--- config.mk ---
export PLATFORM = sky130hd
export DESIGN_NAME = avm_uart_responder_flat
export DESIGN_NICKNAME = d
export VERILOG_FILES = /design/src/rtl/avm_uart_responder_if.sv /design/src/rtl/avm_uart_responder.sv /design/src/flat_wrapper.sv
export SDC_FILE = /design/constraint.sdc
export NUM_CORES = 1
export LEC_CHECK = 0
export ABC_CLOCK_PERIOD_IN_PS = 6930
export CORE_MARGIN = 3
export CORE_UTILIZATION = 50
export CTS_CLUSTER_DIAMETER = 30
export DETAILED_ROUTE_END_ITERATION = 12
export PLACE_DENSITY = 0.74
export SYNTH_ARGS = -nofsm -noshare
export SYNTH_HDL_FRONTEND = slang
export SYNTH_SLANG_ARGS = --single-unit
--- constraint.sdc ---
create_clock -name avm_clk -period 6.93 [get_ports avm_clk]
set_clock_uncertainty 0.2 [all_clocks]
set_input_delay 1.7325 -clock avm_clk [delete_from_list [all_inputs] [get_ports avm_clk]]
set_output_delay 1.7325 -clock avm_clk [all_outputs]
set_load 0.1 [all_outputs]
--- src/rtl/avm_uart_responder_if.sv ---
// Avalon-MM slave bus bundle for the UART responder register window.
interface avm_uart_responder_if;
  logic [4:0]  avs_address;
  logic        avs_read;
  logic        avs_write;
  logic [31:0] avs_writedata;
  logic [31:0] avs_readdata;
  logic        avs_waitrequest;

  modport master (
    output avs_address, avs_read, avs_write, avs_writedata,
    input  avs_readdata, avs_waitrequest
  );

  modport slave (
    input  avs_address, avs_read, avs_write, avs_writedata,
    output avs_readdata, avs_waitrequest
  );
endinterface

--- src/rtl/avm_uart_responder.sv ---
// Avalon-MM responder exposing an RX/TX byte-FIFO pair behind a fixed-latency
// waitrequest handshake. Registers: 0 = RX data, 4 = TX data, 8 = STATUS
// (bit8 TOE sticky TX overrun, bit7 RX non-empty, bit6 TX not full).
// Optional build macro AVM_UART_LOOPBACK_EN routes the TX FIFO head straight
// into the RX FIFO and idles the external byte-stream ports.
module avm_uart_responder #(
  parameter int unsigned FIFO_DEPTH  = 16,
  parameter int unsigned WAIT_CYCLES = 1
) (
  input  logic                 avm_clk,
  input  logic                 avm_rst,
  avm_uart_responder_if.slave  avs,
  input  logic [7:0]           rx_byte_data,
  input  logic                 rx_byte_valid,
  output logic                 rx_byte_ready,
  output logic [7:0]           tx_byte_data,
  output logic                 tx_byte_valid,
  input  logic                 tx_byte_ready
);

  localparam int unsigned PTR_W = $clog2(FIFO_DEPTH);
  localparam int unsigned CNT_W = $clog2(FIFO_DEPTH) + 1;
  localparam int unsigned WC_W  = 4;

  localparam logic [4:0]       ADDR_RX  = 5'd0;
  localparam logic [4:0]       ADDR_TX  = 5'd4;
  localparam logic [4:0]       ADDR_ST  = 5'd8;
  localparam logic [CNT_W-1:0] CNT_FULL = CNT_W'(FIFO_DEPTH);
  localparam logic [WC_W-1:0]  WC_LAST  = WC_W'(WAIT_CYCLES - 1);

  typedef enum logic [1:0] {ST_IDLE, ST_STALL, ST_ACK} state_e;

  state_e            state_q, state_d;
  logic [WC_W-1:0]   wcnt_q, wcnt_d;
  logic              waitreq_q;
  logic              toe_q;

  logic [7:0]        rx_mem [FIFO_DEPTH];
  logic [PTR_W-1:0]  rx_wptr_q, rx_rptr_q;
  logic [CNT_W-1:0]  rx_cnt_q;
  logic [7:0]        tx_mem [FIFO_DEPTH];
  logic [PTR_W-1:0]  tx_wptr_q, tx_rptr_q;
  logic [CNT_W-1:0]  tx_cnt_q;

  logic              rx_empty, rx_full, tx_empty, tx_full;
  logic              rx_push, rx_pop, tx_push, tx_pop;
  logic [7:0]        rx_push_data, rx_head, tx_head;
  logic              ack, bus_rd, bus_wr, toe_set, toe_clr;
  logic [31:0]       rdata_c;
  logic              wdata_unused;

  assign rx_empty = (rx_cnt_q == '0);
  assign rx_full  = (rx_cnt_q == CNT_FULL);
  assign tx_empty = (tx_cnt_q == '0);
  assign tx_full  = (tx_cnt_q == CNT_FULL);
  assign rx_head  = rx_mem[rx_rptr_q];
  assign tx_head  = tx_mem[tx_rptr_q];

  // Only the low byte of write data carries payload.
  assign wdata_unused = ^avs.avs_writedata[31:8];

  // Bus FSM state, stall counter and registered waitrequest.
  always_ff @(posedge avm_clk or posedge avm_rst) begin
    if (avm_rst) begin
      state_q   <= ST_IDLE;
      wcnt_q    <= '0;
      waitreq_q <= 1'b1;
    end else begin
      state_q   <= state_d;
      wcnt_q    <= wcnt_d;
      waitreq_q <= (state_d != ST_ACK);
    end
  end

  // Next state: every request pays one idle cycle, WAIT_CYCLES stalls, then ACK.
  always_comb begin
    state_d = state_q;
    wcnt_d  = wcnt_q;
    case (state_q)
      ST_IDLE: begin
        if (avs.avs_read | avs.avs_write) begin
          state_d = ST_STALL;
          wcnt_d  = '0;
        end
      end
      ST_STALL: begin
        if (wcnt_q == WC_LAST) state_d = ST_ACK;
        else                   wcnt_d  = wcnt_q + WC_W'(1);
      end
      ST_ACK:  state_d = ST_IDLE;
      default: state_d = ST_IDLE;
    endcase
  end

  assign avs.avs_waitrequest = waitreq_q;

  // Completion-cycle decode; a simultaneous read and write is treated as a read.
  assign ack     = (state_q == ST_ACK);
  assign bus_rd  = ack & avs.avs_read;
  assign bus_wr  = ack & avs.avs_write & ~avs.avs_read;
  assign rx_pop  = bus_rd & (avs.avs_address == ADDR_RX) & ~rx_empty;
  assign tx_push = bus_wr & (avs.avs_address == ADDR_TX) & ~tx_full;
  assign toe_set = bus_wr & (avs.avs_address == ADDR_TX) & tx_full;
  assign toe_clr = bus_wr & (avs.avs_address == ADDR_ST);

  // Read data is driven only in the completion cycle, from start-of-cycle state.
  always_comb begin
    rdata_c = '0;
    if (bus_rd) begin
      case (avs.avs_address)
        ADDR_RX: if (!rx_empty) rdata_c = {24'h0, rx_head};
        ADDR_ST: rdata_c = {23'h0, toe_q, ~rx_empty, ~tx_full, 6'h0};
        default: rdata_c = '0;
      endcase
    end
  end

  assign avs.avs_readdata = rdata_c;

`ifdef AVM_UART_LOOPBACK_EN
  logic stream_unused;
  logic lb_move;
  assign stream_unused = ^{rx_byte_data, rx_byte_valid, tx_byte_ready};
  assign lb_move       = ~tx_empty & ~rx_full;
  assign rx_push       = lb_move;
  assign rx_push_data  = tx_head;
  assign tx_pop        = lb_move;
  assign rx_byte_ready = 1'b0;
  assign tx_byte_valid = 1'b0;
  assign tx_byte_data  = 8'h00;
`else
  assign rx_push       = rx_byte_valid & ~rx_full;
  assign rx_push_data  = rx_byte_data;
  assign tx_pop        = tx_byte_ready & ~tx_empty;
  assign rx_byte_ready = ~rx_full;
  assign tx_byte_valid = ~tx_empty;
  assign tx_byte_data  = tx_empty ? 8'h00 : tx_head;
`endif

  // Sticky TX overrun flag.
  always_ff @(posedge avm_clk or posedge avm_rst) begin
    if (avm_rst)      toe_q <= 1'b0;
    else if (toe_set) toe_q <= 1'b1;
    else if (toe_clr) toe_q <= 1'b0;
  end

  // RX FIFO pointers and occupancy.
  always_ff @(posedge avm_clk or posedge avm_rst) begin
    if (avm_rst) begin
      rx_wptr_q <= '0;
      rx_rptr_q <= '0;
      rx_cnt_q  <= '0;
    end else begin
      if (rx_push) rx_wptr_q <= rx_wptr_q + PTR_W'(1);
      if (rx_pop)  rx_rptr_q <= rx_rptr_q + PTR_W'(1);
      rx_cnt_q <= rx_cnt_q + CNT_W'(rx_push) - CNT_W'(rx_pop);
    end
  end

  // RX FIFO storage.
  always_ff @(posedge avm_clk) begin
    if (rx_push) rx_mem[rx_wptr_q] <= rx_push_data;
  end

  // TX FIFO pointers and occupancy.
  always_ff @(posedge avm_clk or posedge avm_rst) begin
    if (avm_rst) begin
      tx_wptr_q <= '0;
      tx_rptr_q <= '0;
      tx_cnt_q  <= '0;
    end else begin
      if (tx_push) tx_wptr_q <= tx_wptr_q + PTR_W'(1);
      if (tx_pop)  tx_rptr_q <= tx_rptr_q + PTR_W'(1);
      tx_cnt_q <= tx_cnt_q + CNT_W'(tx_push) - CNT_W'(tx_pop);
    end
  end

  // TX FIFO storage.
  always_ff @(posedge avm_clk) begin
    if (tx_push) tx_mem[tx_wptr_q] <= avs.avs_writedata[7:0];
  end

endmodule
--- src/flat_wrapper.sv ---
// flat-port wrapper written by rule: the top's interface ports become plain ports
module avm_uart_responder_flat 
#(
  parameter int unsigned FIFO_DEPTH  = 16,
  parameter int unsigned WAIT_CYCLES = 1
)
  (avm_clk, avm_rst, rx_byte_data, rx_byte_valid, rx_byte_ready, tx_byte_data, tx_byte_valid, tx_byte_ready, avs_avs_address, avs_avs_read, avs_avs_write, avs_avs_writedata, avs_avs_readdata, avs_avs_waitrequest);
  avm_uart_responder_if avs_i ();
  input  logic avm_clk;
  input  logic avm_rst;
  input  logic [7:0] rx_byte_data;
  input  logic rx_byte_valid;
  output logic rx_byte_ready;
  output logic [7:0] tx_byte_data;
  output logic tx_byte_valid;
  input  logic tx_byte_ready;
  input wire logic [$bits(avs_i.avs_address)-1:0] avs_avs_address;
  input wire logic [$bits(avs_i.avs_read)-1:0] avs_avs_read;
  input wire logic [$bits(avs_i.avs_write)-1:0] avs_avs_write;
  input wire logic [$bits(avs_i.avs_writedata)-1:0] avs_avs_writedata;
  output wire logic [$bits(avs_i.avs_readdata)-1:0] avs_avs_readdata;
  output wire logic [$bits(avs_i.avs_waitrequest)-1:0] avs_avs_waitrequest;
  assign avs_i.avs_address = avs_avs_address;
  assign avs_i.avs_read = avs_avs_read;
  assign avs_i.avs_write = avs_avs_write;
  assign avs_i.avs_writedata = avs_avs_writedata;
  assign avs_avs_readdata = avs_i.avs_readdata;
  assign avs_avs_waitrequest = avs_i.avs_waitrequest;
  avm_uart_responder #(.FIFO_DEPTH(FIFO_DEPTH), .WAIT_CYCLES(WAIT_CYCLES)) u_core (.avm_clk(avm_clk), .avm_rst(avm_rst), .avs(avs_i), .rx_byte_data(rx_byte_data), .rx_byte_valid(rx_byte_valid), .rx_byte_ready(rx_byte_ready), .tx_byte_data(tx_byte_data), .tx_byte_valid(tx_byte_valid), .tx_byte_ready(tx_byte_ready));
endmodule
# [Yosys cells after proc, flatten, opt, wreduce, memory -nomap -nowiden]
# Memory sizes are Yosys's and may differ from the RTL's.
# Index checks and enable logic that the tools add are counted.
[totals] ff_bits=34 mem_bits_rw=256 output_inout_bits=43 elab_cells=71 n_memories=2
[op_classes] addsub=9 n_eq_ne=9 mux=16 n_bitwise=17 n_reduce_logical=8
[memory_table] memory="u_core.rx_mem" depth=16 word_bits=8 read_ports=1 rd_ports_with_merged_regs=0 write_ports=1 line="avm_uart_responder.sv:38" text="logic [7:0] rx_mem [FIFO_DEPTH];"
[memory_table] memory="u_core.tx_mem" depth=16 word_bits=8 read_ports=1 rd_ports_with_merged_regs=0 write_ports=1 line="avm_uart_responder.sv:41" text="logic [7:0] tx_mem [FIFO_DEPTH];"
[op_table] cell="$mux 32" n=1
[op_table] cell="$add 4x1->4 const B" n=5
[op_table] cell="$pmux 9 s2" n=1
[op_table] cell="$mux 8" n=2
[op_table] cell="$logic_not 5->1" n=3
[op_table] cell="$and 1x1->1" n=11
[op_table] cell="$add 5x1->5" n=2
[op_table] cell="$eq 5x5->1 const B" n=2
[op_table] cell="$sub 5x1->5" n=2
[op_table] cell="$mux 4" n=2
[op_table] cell="$pmux 4 s2" n=1
[op_table] cell="$mux 1" n=6
[op_table] cell="$eq 5x3->1 const B" n=1
[op_table] cell="$eq 5x4->1 const B" n=1
[op_table] cell="$not 1->1" n=5
[op_table] cell="$logic_not 4->1" n=1
[op_table] cell="$mux 2" n=2
[op_table] cell="$ne 2x2->1 const B" n=2
[op_table] cell="$pmux 2 s2" n=1
[op_table] cell="$reduce_bool 2->1" n=2
[op_table] cell="$reduce_and 3->1" n=1
[op_table] cell="$eq 2x1->1 const B" n=1
[op_table] cell="$eq 2x2->1 const B" n=1
[op_table] cell="$logic_not 2->1" n=1
[op_table] cell="2 further kinds" n=2

# [Depth between registers and ports, before layout]
[depth] ltp_word=7 ltp_mapped=13 mapped_depth_nobuf=13

# [Least setup slack after synthesis]
# Ideal clock, no wire load.
[synth_timing] kind="input-to-output" start="input avs_avs_address[2]" end="output avs_avs_readdata[0]" arrival_time_ps=4658 required_ps=4997 path_slack_ps=340 path_stages=3 n_path_buf=0 cell_sequence="nor4b_1 > nand4_2 > a211oi_1"
[synth_via] elab_chain_len=3 word_cells_on_any_way=4 cone_classes="eq/ne (1); mux (2); reduce/logical (1)"
[synth_lines] element="start: declaration" line="flat_wrapper.sv:17" text="input wire logic [$bits(avs_i.avs_address)-1:0] avs_avs_address;"
[synth_lines] element="$eq 5x4->1 / $logic_not 5->1 (equally long branches)" line="avm_uart_responder.sv:110" text="case (avs.avs_address)"
[synth_lines] element="$pmux 9 s2 (*)" line="avm_uart_responder.sv:110"
[synth_lines] element="$mux 32 (*)" line="avm_uart_responder.sv:109" text="if (bus_rd) begin"
[synth_lines] element="end: declaration" line="flat_wrapper.sv:21" text="output wire logic [$bits(avs_i.avs_readdata)-1:0] avs_avs_readdata;"
# Mark *: on every way between the ends. The rest lies on a longest branch, timed or not.

# [Final worst setup path]
[layout_timing] start="input avs_avs_address[1]" end="output avs_avs_readdata[7]"
# The elaborated chain is that of the path after synthesis.

==> metrics <==
Post-Syn Area 0.0121 mm2; adder-cell share of the synthesized area 2.80%; Die ar. 0.0262 mm2; clk_lat worst skew 0.55 ns; vias in the first global route 6673; CTS Root Cell clkbuf_16; routed wire length 24000 um; top-count cell post-synth edfxtp_1; ant diodes 0; DRT iter0 DRCs 424; Synth async-reset ratio 11.7%; Leakage 5.09 nW; Detail Placement HPWL 15000 um; XOR/XNOR share of the synthesized area 1.44%; post-layout net count 812; final setup TNS 0 ns; Yosys warning count 0; WL per Instance 21.9 um; first-pass GRT wire length 37500 um; Critical Path Start Type input pin; Starting Density 51.3%; Req. time, crit path 5.00 ns; multiplexer share of the synthesized area 13.8%; Final GP Congestion 0.782; Final Critical Period 5.77 ns; clk buf depth 3; Pwr Density 435 mW/mm2; port bufs 46; Post-synth EDFFs 256; ranking of synthesized cells by area edfxtp_1, mux4_2, dfrtp_1; FMAX 0.173 GHz; CP endpoint kind primary output; Slew Limit Fails 0; Rel. slew slack 30.4%; clk sinks 290; total gr overflow 0; RSZ-0062 raised after global routing no; Post-DRT Antenna Nets 0; post-route cell area 0.0146 mm2; post-synth top area share 63.3%; outcome complete, no violations; period utilization 83.3%; Top FF cell, synth edfxtp_1; final setup fails 0; complex-gate fraction of the synthesized area 2.80%; die width 162 um; non-filler instance count after layout 1097; CTS tree yes; Yosys reg bits 290; Crit path arrival time 3.84 ns; boundary pin count 94; Hold-fix buffers, CTS 0; TritonRoute pass-1 iters 5; post-synth cell types 56; GRT Total Usage 18.8%; CTS H-tree depth 2; Area Growth Syn to Fin 20.3%; simple-gate share of the synthesized area 5.17%; pin count of the biggest net entering global routing 35; register area share after synthesis 70.4%; Final Hold Viols 0; row count 56; initial antenna violation count 0; Placed Area 0.0128 mm2; routed via count 6133; Setup Buffers After CTS 0; drc violations 0; clock-pin slew on the worst setup and hold paths 0.05 ns; Syn Area/Cell 18.4 um2; largest family of logic cells by synthesized area multiplexers; actual slew at the worst max-slew pin 1.04 ns; critical path class in -> out; Post-synth top cells edfxtp_1, mux4_2, dfrtp_1, mux2i_1, buf_4; Via density 5.59; total of max-cap violations 0; DIE HEIGHT 162 um; HP Class reg -> reg; CTS Buf Count 52; Resized cells post-CTS 0; Syn Inst Count 658; worst hold margin 0.274 ns; placed cell count 1000; Peak VDD IR 643 uV; core box area 0.0237 mm2; post-synth top area cell edfxtp_1; filler cell count in the final layout 1663; Max Fanout on Critical Path 9; layout cells sized above 1 23.4%
-- per-layer routing --
metal / part of all wire (%) / GRT usage [%] / up-vias
met3: 5.6 / 3.70 / 50
met1: 38 / 22.9 / 3155
met4: 2.6 / 6.01 / 0
met2: 54 / 33.8 / 199
li1: - / - / 2729
met5: 0 / 0 / -
-- where the power goes --
group          total [mW]  switching (mW)  leakage, nW  internal [mW]
sequential           2.29           0.228         2.72           2.06
combinational        1.52           0.916         1.54          0.601
clock                2.55           0.887        0.842           1.66
-- cell type report --
class                   instances  area [um2]  share of cell area (%)
clock buffers                  59        1330                    9.09
flip-flops and latches        290        8540                    58.5
well taps                     319         399                    2.73
multi-input cells             310        3250                    22.2
repair buffers                 57         520                    3.56
clock inverters                38         480                    3.29
inverters                      24        90.1                   0.617
-- stage by stage --
stage	setup WS, ns	utilization, %	total power [mW]
finish	1.16	61.7	6.36
global route	0.941	61.7	6.61
detailed placement	1.13	54.0	3.84
floorplan	0.340	-	3.48
global placement	1.20	54.0	3.77
CTS	1.12	61.7	6.41
-- registers in the layout, summed over array words and instances (netlist names) --
name,flops
u_core.rx_cnt_q,5
u_core.wcnt_q,4
u_core.rx_wptr_q,4
u_core.tx_cnt_q,5
u_core.tx_rptr_q,4
u_core.rx_mem,128
u_core.tx_mem,128
u_core.rx_rptr_q,4
u_core.avs.avs_waitrequest,1
u_core.state_q,2
u_core.tx_wptr_q,4
u_core.toe_q,1
-- placed cells by master (no fill, tap or decap), types with 3 or more instances in the layout --
cell type and n:
edfxtp_1 256, mux4_2 60, clkbuf_16 52, clkdlybuf4s50_1 37, dfrtp_1 31, mux2i_1 27
inv_1 24, ha_1 24, conb_1 23, buf_4 20, nor2_1 19, nand2_1 16
xnor2_1 15, o22ai_1 12, a211oi_1 12, clkinvlp_4 11, a21oi_1 9, nor2b_1 9
inv_6 9, and4b_1 8, bufinv_16 7, clkbuf_1 7, nor3_1 6, nand3_1 5
o21ai_0 5, xor2_1 5, mux2_2 5, nand2b_1 5, and4_1 4, nand4_1 4
clkinv_2 4, and2_1 3, a21o_1 3, clkinv_1 3
-- worst max-delay path, stage by stage --
cell	delay, ns
clkdlybuf4s50_1	0.49
nor4b_1	0.48
nand4_2	0.37
inv_1	0.29
o2bb2ai_1	0.16
buf_4	0.31
-- path summary, 6_finish.rpt --
kind | from | endpoint | depth (start not counted) | slack, ns
worst max-delay path | avs_avs_address[1] | avs_avs_readdata[7] | 6 | 1.16
worst min-delay path | u_core.wcnt_q[3] | u_core.wcnt_q[3] | 1 | 0.27
worst max register to register | u_core.rx_cnt_q[2] | u_core.rx_cnt_q[4] | 13 | 3.40
worst min register to register | u_core.wcnt_q[3] | u_core.wcnt_q[3] | 1 | 0.27
max in group asynchronous | avm_rst | u_core.avs.avs_waitrequest | 3 | 4.76
min in group asynchronous | avm_rst | u_core.tx_rptr_q[2] | 3 | 1.39
-- cell families after synthesis --
kind of cell | count (synthesis)
xor+xnor | 20
mux | 92
simple gates | 98
fa+ha+maj | 26
compound gates | 51
buf+inv | 80
other cells | 1
flops | 290
Note: power is estimated with default switching activity, not from simulation.
==> variant, RTL diff (config.mk and constraints unchanged) <==
`FIFO_DEPTH` is set to 16 in 2 places; all go to 8.
--- a/src/rtl/avm_uart_responder.sv
+++ b/src/rtl/avm_uart_responder.sv
@@ -6,3 +6,3 @@
 module avm_uart_responder #(
-  parameter int unsigned FIFO_DEPTH  = 16,
+  parameter int unsigned FIFO_DEPTH  = 8,
   parameter int unsigned WAIT_CYCLES = 1
--- a/src/flat_wrapper.sv
+++ b/src/flat_wrapper.sv
@@ -3,3 +3,3 @@
 #(
-  parameter int unsigned FIFO_DEPTH  = 16,
+  parameter int unsigned FIFO_DEPTH  = 8,
   parameter int unsigned WAIT_CYCLES = 1
Behaviour: not the same (a bounded check fails within 10 cycles, from zero or initial values and one cycle with avm_rst high).
==> variant against the unedited design <==
Design area fell by 46%. Critical path type unchanged. Sequential cell count shrank 134. Setup slack lost 0.062 ns. Synthesized area is 45% lower. Power decreased by 49%. Largest power group is now registers. Hold slack better by 0.054 ns. Wire length decreased by 53%. Sequential share of layout area shrank 0.59 points.
==> variant: results (changes against the unedited design) <==
[status]
status = finished clean

[setup_path]
r2r-start = u_core.state_q[0]
crit_slowest_cell = or4b_4
r2r-end = u_core.rx_cnt_q[1]
crit_path_max_fanout = 10  ; +1
reg2reg_slack_ns = 3.73  ; +0.33 ns
critical-path-max-stage-delay_ns = 0.56  ; +0.07 ns
ff2ff_path_depth = 10  ; -3
arrival_ns = 3.90  ; +0.06 ns

[min_path]
hold_path_end = u_core.rx_wptr_q[0]
holdCritStartpoint = u_core.rx_wptr_q[0]
holdPathStages = 2  ; +1

[clock_network]
cts_buffers = 17  ; -67%
ctsLongestPathBuffers = 2  ; -1

[timing]
relSlewSlack_pct = 27.0  ; -3.3 points
period_share_pct = 84.1  ; +0.89 points

[drt]
drtPass1Iterations = 4  ; -1
wirelength_mm = 11.4  ; -53%
avgRoutedWirePerCell_um = 18.0  ; -18%
drt-initial-drc-count = 201  ; -53%

[global_route]
gr-usage-met2_pct = 30.5  ; -3.4 points
use_met3_pct = 5.41  ; +1.7 points
grt_pass1_wl_mm = 18.8  ; -50%
first_global_vias = 3576  ; -46%
gr-usage-met1_pct = 20.7  ; -2.2 points

[cells_and_area]
final-nonclk-buf-share_pct = 6.15  ; +2.6 points
sh_seq_area_pct = 57.9  ; -0.59 points
drive_gt1_share_pct = 19.3  ; -4.1 points
top_regs = u_core.rx_mem (64), u_core.tx_mem (64)
num-multi-input-gates = 195  ; -37%
num-nets-final = 520  ; -36%
multiInputGateArea_um2 = 1880  ; -42%
clk_share_pct = 8.03  ; -4.3 points
finish.utilization_pct = 61.2  ; -0.45 points
inv_count = 27  ; +13%
buffers_excl_clock = 52  ; -8.8%

[place]
gp_congestion = 0.715  ; -8.6%
dp.cells = 602  ; -40%
pre_cts_slack_ns = 1.05  ; -0.0758 ns
place_area_um2 = 7220  ; -44%

[floorplanning]
core_um2 = 12800  ; -46%

[power]
p_leak_nw = 2.87  ; -44%
peakVddDrop_mv = 0.192  ; -70%

[yosys]
async_reset_ff_share_pct = 17.9  ; +6.2 points
synth-seq-area-share_pct = 68.2  ; -2.2 points
ys_types = 45  ; -20%
synthTopCellsByArea = edfxtp_1, mux4_2, dfrtp_1
synthCells = 391  ; -41%
synth_common_cells = edfxtp_1, mux4_2, dfrtp_1, inv_1, nor2_1
yosysTopAreaCellShare_pct = 57.7  ; -5.7 points
synth-edff-count = 128  ; -50%

-- variant: cell types whose count changed in the layout (fill, tap and decap cells not counted), sizes merged, moves of 8 or more --
cell      delta
clkbuf      -42
and4b        -8
a211oi      -11
clkinv       -9
clkinvlp    -10
mux2i       -11
edfxtp     -128
mux4        -28
o22ai       -11
nor2b        -8
-- variant: routing by layer --
layer	vias to the layer above	share of wire (%)
met5	-	0
met4	0	1.2
met3	13	4.4
met2	77	54
met1	1677	41
li1	1541	-
-- variant: cells by family (layout without fill, tap and decap cells) --
kind of cell | count (synthesis) | in the layout | share of synthesized area, %
compound gates | 16 | 16 | 1.88
xor+xnor | 11 | 11 | 1.45
fa+ha+maj | 20 | 20 | 3.98
buf+inv | 62 | 110 | 4.96
flops | 156 | 156 | 68.2
mux | 52 | 52 | 13.9
other cells | 1 | 23 | 0.0563
simple gates | 73 | 73 | 5.54
